`src/rtl/muladd_dot_seq.sv`:
```
// Sequencer streaming operand pairs into one MULADD BEL (ACC=1, ACCout=1) and returning the 20-bit dot product.
// Optional: define MULADD_DOT_SEQ_ABORT_EN to add an abort input that cancels a run in CLEAR/RUN/DRAIN.
module muladd_dot_seq #(
  parameter int LEN_W   = 8,
  parameter int MAC_LAT = 0
) (
  input  logic             UserCLK,
  input  logic             rst,
  input  logic             start,
  input  logic [LEN_W-1:0] len,
  output logic             busy,
  input  logic             op_valid,
  output logic             op_ready,
  input  logic [7:0]       op_a,
  input  logic [7:0]       op_b,
  output logic [7:0]       mac_a,
  output logic [7:0]       mac_b,
  output logic             mac_clr,
  input  logic [19:0]      mac_q,
  output logic             res_valid,
  input  logic             res_ready,
  output logic [19:0]      res_data,
`ifdef MULADD_DOT_SEQ_ABORT_EN
  input  logic             abort,
`endif
  output logic [2:0]       dbg_state
);

  // Handshakes: a transfer happens on the clock edge where valid && ready are both high;
  // op_ready never depends on op_valid, and res_valid/res_data hold until res_ready is seen.

  typedef enum logic [2:0] {
    S_IDLE  = 3'd0,
    S_CLEAR = 3'd1,
    S_RUN   = 3'd2,
    S_DRAIN = 3'd3,
    S_CAPT  = 3'd4,
    S_DONE  = 3'd5
  } state_t;

  state_t           state, state_n;
  logic [LEN_W-1:0] len_q;
  logic [LEN_W-1:0] issued;
  logic [LEN_W-1:0] issued_inc;
  logic             drain_cnt;
  logic             accept;
  logic             abort_hit;
  logic             clr_n;

`ifdef MULADD_DOT_SEQ_ABORT_EN
  assign abort_hit = abort && (state == S_CLEAR || state == S_RUN || state == S_DRAIN);
`else
  assign abort_hit = 1'b0;
`endif

  assign issued_inc = issued + LEN_W'(1);
  assign op_ready   = (state == S_RUN) && (issued < len_q) && !abort_hit;
  assign accept     = op_valid && op_ready;
  assign busy       = (state != S_IDLE);
  assign res_valid  = (state == S_DONE);
  assign dbg_state  = state;

  always_comb begin
    state_n = state;
    case (state)
      S_IDLE:  if (start) state_n = S_CLEAR;
      S_CLEAR: state_n = (len_q != '0) ? S_RUN : S_DRAIN;
      S_RUN:   if (accept && issued_inc == len_q) state_n = S_DRAIN;
      // The BEL adds a product 1+MAC_LAT edges after issue, so wait that long on zeros.
      S_DRAIN: if (drain_cnt == 1'(MAC_LAT)) state_n = S_CAPT;
      S_CAPT:  state_n = S_DONE;
      S_DONE:  if (res_ready) state_n = S_IDLE;
      default: state_n = S_IDLE;
    endcase
    if (abort_hit) state_n = S_IDLE;
    clr_n = (state_n == S_CLEAR) || abort_hit;
  end

  always_ff @(posedge UserCLK or posedge rst) begin
    if (rst) begin
      state     <= S_IDLE;
      len_q     <= '0;
      issued    <= '0;
      drain_cnt <= 1'b0;
      mac_a     <= '0;
      mac_b     <= '0;
      mac_clr   <= 1'b0;
      res_data  <= '0;
    end else begin
      state   <= state_n;
      mac_clr <= clr_n;
      // Zero operands whenever nothing is issued: the BEL accumulates every clock.
      mac_a   <= accept ? op_a : 8'd0;
      mac_b   <= accept ? op_b : 8'd0;
      if (state == S_IDLE && start) begin
        len_q  <= len;
        issued <= '0;
      end else if (accept) begin
        issued <= issued_inc;
      end
      drain_cnt <= (state == S_DRAIN) ? drain_cnt + 1'b1 : 1'b0;
      if (state == S_CAPT) res_data <= mac_q;
    end
  end

endmodule

```
`config.mk`:
```
export PLATFORM = sky130hd
export DESIGN_NAME = muladd_dot_seq
export DESIGN_NICKNAME = d
export VERILOG_FILES = /design/src/rtl/muladd_dot_seq.sv
export SDC_FILE = /design/constraint.sdc
export NUM_CORES = 1
export LEC_CHECK = 0
export BUFFER_PORTS_ARGS = -buffer_cell sky130_fd_sc_hd__buf_2
export CORE_MARGIN = 8
export CORE_UTILIZATION = 52
export CTS_BUF_LIST = sky130_fd_sc_hd__clkbuf_8
export DETAILED_ROUTE_END_ITERATION = 8
export PLACE_DENSITY = 0.83
export SLEW_MARGIN = 20
export SYNTH_ARGS = -nofsm -noshare
export SYNTH_HDL_FRONTEND = slang
export SYNTH_SLANG_ARGS = --single-unit
```
`constraint.sdc`:
```
create_clock -name UserCLK -period 3 [get_ports UserCLK]
set_input_delay 0.3 -clock UserCLK [delete_from_list [all_inputs] [get_ports UserCLK]]
set_output_delay 0.3 -clock UserCLK [all_outputs]
set_load 0.05 [all_outputs]
```
Yosys cells after proc, flatten, opt, wreduce, memory -nomap -nowiden
Index checks and enable logic that the tools add are counted.
{"block": "totals", "regBits": 57, "latchBits": 0, "ramBits": 0, "mem_bits_ro": 0, "output_inout_bits": 43, "word_cells": 37, "n_memories": 0}
{"block": "op_classes", "add_sub_neg": 2, "n_mul": 0, "div": 0, "order_cmp": 1, "eq_ne": 7, "shift": 0, "mux": 11, "bitwise": 0, "reduce_logical": 8}
{"operator": "$mux 8", "n": 4}
{"operator": "$pmux 3 s6", "n": 1}
{"operator": "$mux 3", "n": 4}
{"operator": "$add 8x1->8 const B", "n": 1}
{"operator": "$eq 8x8->1", "n": 1}
{"operator": "$lt 8x8->1", "n": 1}
{"operator": "$reduce_bool 8->1", "n": 1}
{"operator": "$eq 3x1->1 const B", "n": 2}
{"operator": "$eq 3x2->1 const B", "n": 2}
{"operator": "$eq 3x3->1 const B", "n": 2}
{"operator": "$logic_and 1x1->1", "n": 4}
{"operator": "$logic_not 3->1", "n": 1}
{"operator": "$reduce_bool 3->1", "n": 1}
{"operator": "$mux 1", "n": 2}
{"operator": "$reduce_bool 2->1", "n": 1}
{"operator": "$add 1x1->1 const B", "n": 1}

Depth between registers and ports, before layout
{"block": "depth", "word_depth": 7, "ltp_mapped": 9, "depth_no_buf": 8}

Worst setup path after synthesis
OpenSTA, ideal clock, no wires.
{"block": "synth_path", "kind": "register to register", "startpoint": "register state[1] (netlist: dbg_state[1])", "endpoint": "register issued[5]", "t_arrival_ns": 2.172, "required_time_ns": 2.879, "path_slack_ns": 0.707, "path_stages_with_launch": 8, "n_path_buf": 1, "period_less_slack_ns": 2.293, "cell_sequence": "dfrtp_1 -> buf_4 -> nand2b_4 -> a2111oi_4 -> o21ai_2 -> nor3b_4 -> mux2_2 -> a22o_1"}
{"block": "synth_via", "elab_chain_cells": 4, "word_cells_on_any_way": 7, "cone_classes": "eq/ne (1); mux (1); reduce/logical (5)"}
{"item": "start: declaration", "line_no": "41", "source": "state_t state, state_n;"}
{"item": "start signal: assignment", "line_no": "90", "source": "state <= state_n;"}
{"item": "$eq 3x2->1", "line_no": "57", "source": "assign op_ready = (state == S_RUN) && (issued < len_q) && !abort_hit;"}
{"item": "$logic_and 1x1->1", "line_no": "57"}
{"item": "$logic_and 1x1->1", "line_no": "58", "source": "assign accept = op_valid && op_ready;"}
{"item": "$reduce_bool 2->1 (no line)"}
{"item": "end signal: assignment", "line_no": "99", "source": "issued <= issued_inc;"}
{"item": "end: declaration", "line_no": "43", "source": "logic [LEN_W-1:0] issued;"}
Several ways; a longest one is shown, not always the timed one.
A chain may end at the register's enable or synchronous reset.

Worst setup path in the final report
{"block": "layout_path", "startpoint": "register len_q[7]", "endpoint": "register issued[2]"}
{"block": "layout_via", "elab_chain_cells": 4}
{"item": "start: declaration", "line_no": "42", "source": "logic [LEN_W-1:0] len_q;"}
{"item": "start signal: assignment", "line_no": "96", "source": "len_q <= len;"}
{"item": "$lt 8x8->1", "line_no": "57"}
{"item": "$logic_and 1x1->1", "line_no": "57"}
{"item": "$logic_and 1x1->1", "line_no": "58"}
{"item": "$reduce_bool 2->1 (no line)"}
No other way between the ends.

==> results.py <==
metrics = {
    "status": {
        "status": "complete, no violations",
    },
    "drt": {
        "met1_length_mm": 2.32,
        "drt_first_pass_iters": 4,
        "post_drt_wl_per_cell_um": 14.9,
        "drt_wl_total_mm": 5.90,
        "routed.top_layer": "met4",
        "drt_iter0_markers": 76,
        "routed_via_density": 5.00,
        "ant_nets": 0,
        "met2_length_mm": 2.76,
        "via_count": 1984,
        "met3_length_um": 662,
        "drc": 0,
    },
    "cells_and_area": {
        "final_util_pct": 67.1,
        "nets": 380,
        "area_delta_synth_final_pct": 27.2,
        "finalNonFillerCells": 397,
        "fin_area_mm2": 0.00336,
        "drive_gt1_share_pct": 43.1,
        "antenna_cells": 0,
        "layout_commonest_cell": "buf_2",
        "final_cell_mix": "buf_2, dfrtp_1, mux2_2, nand2_1, and2_1",
    },
    "synthesis": {
        "async_flop_share_pct": 100,
        "syn_nets": 286,
        "synth.distinct_cells": 42,
        "yosysSeqAreaShare_pct": 53.9,
        "syn-cell-area_mm2": 0.00265,
        "ys_ff_latch": 57,
        "synth_ff_type": "dfrtp_1",
        "avgSynthCellArea_um2": 11.6,
        "synth_enable_flop_cells": 0,
        "ys_warn_count": 0,
        "synth_cells": 228,
    },
    "floorplan": {
        "start_util_pct": 52.8,
        "fp.dieH_um": 87.3,
        "core_area_mm2": 0.00501,
        "die_w_um": 87.3,
        "rows": 26,
        "die_area_mm2": 0.00762,
        "ios": 92,
    },
    "timing": {
        "period_minus_slack_ns": 2.49,
        "fin_skew_ns": 0.00875,
        "maxSlewHeadroom_pct": 51.1,
        "fmax_ghz": 0.402,
        "rsz0062_at_grt": "no",
        "finalSetupViolCount": 0,
        "worst_slew_pin_slew_ns": 0.732,
        "period_share_pct": 82.8,
        "hold_viol_final": 0,
        "fin_hold_ws_ns": 0.0924,
        "setup_ws_ns": 0.515,
        "slew_viol_final": 0,
        "setup_tns_ns": 0,
    },
    "critical_path": {
        "required_ns": 3.26,
        "r2r_start": "len_q[7]$_DFFE_PP0P_",
        "path_cells": "inv_1, ha_1, a2111oi_4, o21ai_2, nor3b_4, buf_4, mux2_2, mux2i_1",
        "worstSetupStartpoint": "len_q[7]$_DFFE_PP0P_",
        "crit_path_end_kind": "register",
        "cp_max_fo": 28,
        "critPathLaunchType": "register",
        "path_class": "register to register",
        "worst_path_max_delay_cell": "dfrtp_1",
        "critical-path-max-stage-delay_ns": 0.40,
        "critPathArrivalTime_ns": 2.74,
        "ff2ff_path_depth": 8,
    },
    "placed_design": {
        "pre_cts_ws_ns": 0.553,
        "gp_congestion": 0.844,
        "dp.cells": 381,
        "place_area_mm2": 0.00316,
        "place_hpwl_mm": 4.54,
        "port_buffers": 91,
    },
    "global_routing": {
        "grt_start_max_net_pins": 37,
        "grt_pass1_wl_mm": 9.72,
        "antenna_found_initial": 0,
        "grtUsageTotal_pct": 16.7,
        "overflow": 0,
        "grt_pass1_vias": 2150,
    },
    "cts": {
        "cts.path.max_buffers": 2,
        "clockRootBuffer": "clkbuf_8",
        "cts_tree": "built",
        "clkLatencyLatePin_ns": 0.33,
        "cts.reportedPaths.clkPinSlew_ns": 0.07,
        "clock-sinks": 57,
        "cts_setup_buffers": 0,
        "numCtsBuffers": 9,
        "cts_hold_buf": 0,
        "h-tree-depth": 3,
        "cts_repair_resize_count": 0,
    },
    "min_path": {
        "hold_path_class": "input port to asynchronous set/reset pin",
    },
    "pwr": {
        "peakVddDrop_mv": 0.529,
        "finalPower_mw": 3.80,
        "powerDensity_mw_per_mm2": 1130,
        "power.leakage_nw": 1.72,
    },
    "run": {
        "drv_cap": 0,
    },
}
## state kept, by name, summed over array words and instances (netlist names)
signal / flops
issued: 8
mac_clr: 1
drain_cnt: 1
mac_b: 8
len_q: 8
dbg_state: 3
mac_a: 8
res_data: 20
## cell type report
type | instances | area, um2
flip-flops and latches | 57 | 1430
well taps | 70 | 87.6
fillers | 418 | 1650
clock buffers | 11 | 151
repair buffers | 95 | 485
clock inverters | 5 | 55.1
multi-input cells | 149 | 1120
inverters | 10 | 37.5
## worst max-delay path: cells and delay by family (launching register included)
family / cells / cell delay, ns
AO/OA/AOI/OAI: 2 / 0.52
AND/OR/NAND/NOR: 1 / 0.29
flip-flops: 1 / 0.40
multiplexers: 2 / 0.48
buffers and inverters: 2 / 0.37
adder cells (fa/ha/maj): 1 / 0.35
## cells in the mapped netlist (2+ instances only)
cell,n,area (um2)
a22o_1,3,26.3
o21ai_0,11,55.1
mux2_2,22,248
inv_1,10,37.5
nand2_1,21,78.8
nor3_1,2,10.0
nand2b_1,2,12.5
dfrtp_1,57,1430
and2_1,18,113
clkbuf_1,6,22.5
a21oi_1,4,20.0
ha_1,9,113
xnor2_1,5,43.8
mux2i_1,4,40.0
buf_2,2,10.0
nor4_1,3,18.8
nor2_1,12,45.0
or3_1,2,12.5
buf_4,3,22.5
nand4_1,2,12.5
nand3_1,5,25.0
xor2_1,4,35.0
nor2b_1,2,12.5
## kinds of logic after synthesis
kind of cell / count (synthesis) / synth area share, %
AOI/OAI and AO/OA: 29 / 8.18
xor gates and xnor gates: 9 / 2.98
adders and majority gates: 9 / 4.26
buffers and inverters: 22 / 3.93
DFF: 57 / 53.9
muxes: 27 / 11.4
and+or+nand+nor: 75 / 15.3
## metal layers
metal | vias up | track usage [%]
li1 | 969 | -
met2 | 86 | 25.9
met3 | 12 | 6.70
met4 | 0 | 11.3
met1 | 917 | 18.6
met5 | - | 0
## path summary, 6_finish.rpt
check	end	slack, ns
setup / recovery	issued[2]$_DFFE_PP0P_	0.51
hold / removal	issued[0]$_DFFE_PP0P_	0.09
setup reg to reg	issued[2]$_DFFE_PP0P_	0.51
hold reg to reg	res_data[9]$_DFFE_PP0N_	0.50
max in group asynchronous	res_data[7]$_DFFE_PP0N_	2.14
min in group UserCLK	mac_b[4]$_DFF_PP0_	0.17
## power breakdown
part           internal (mW)  switching, mW
clock network          0.425          0.301
registers               1.03          0.198
logic                  0.577           1.26
Note: power is estimated with default switching activity, not from simulation.
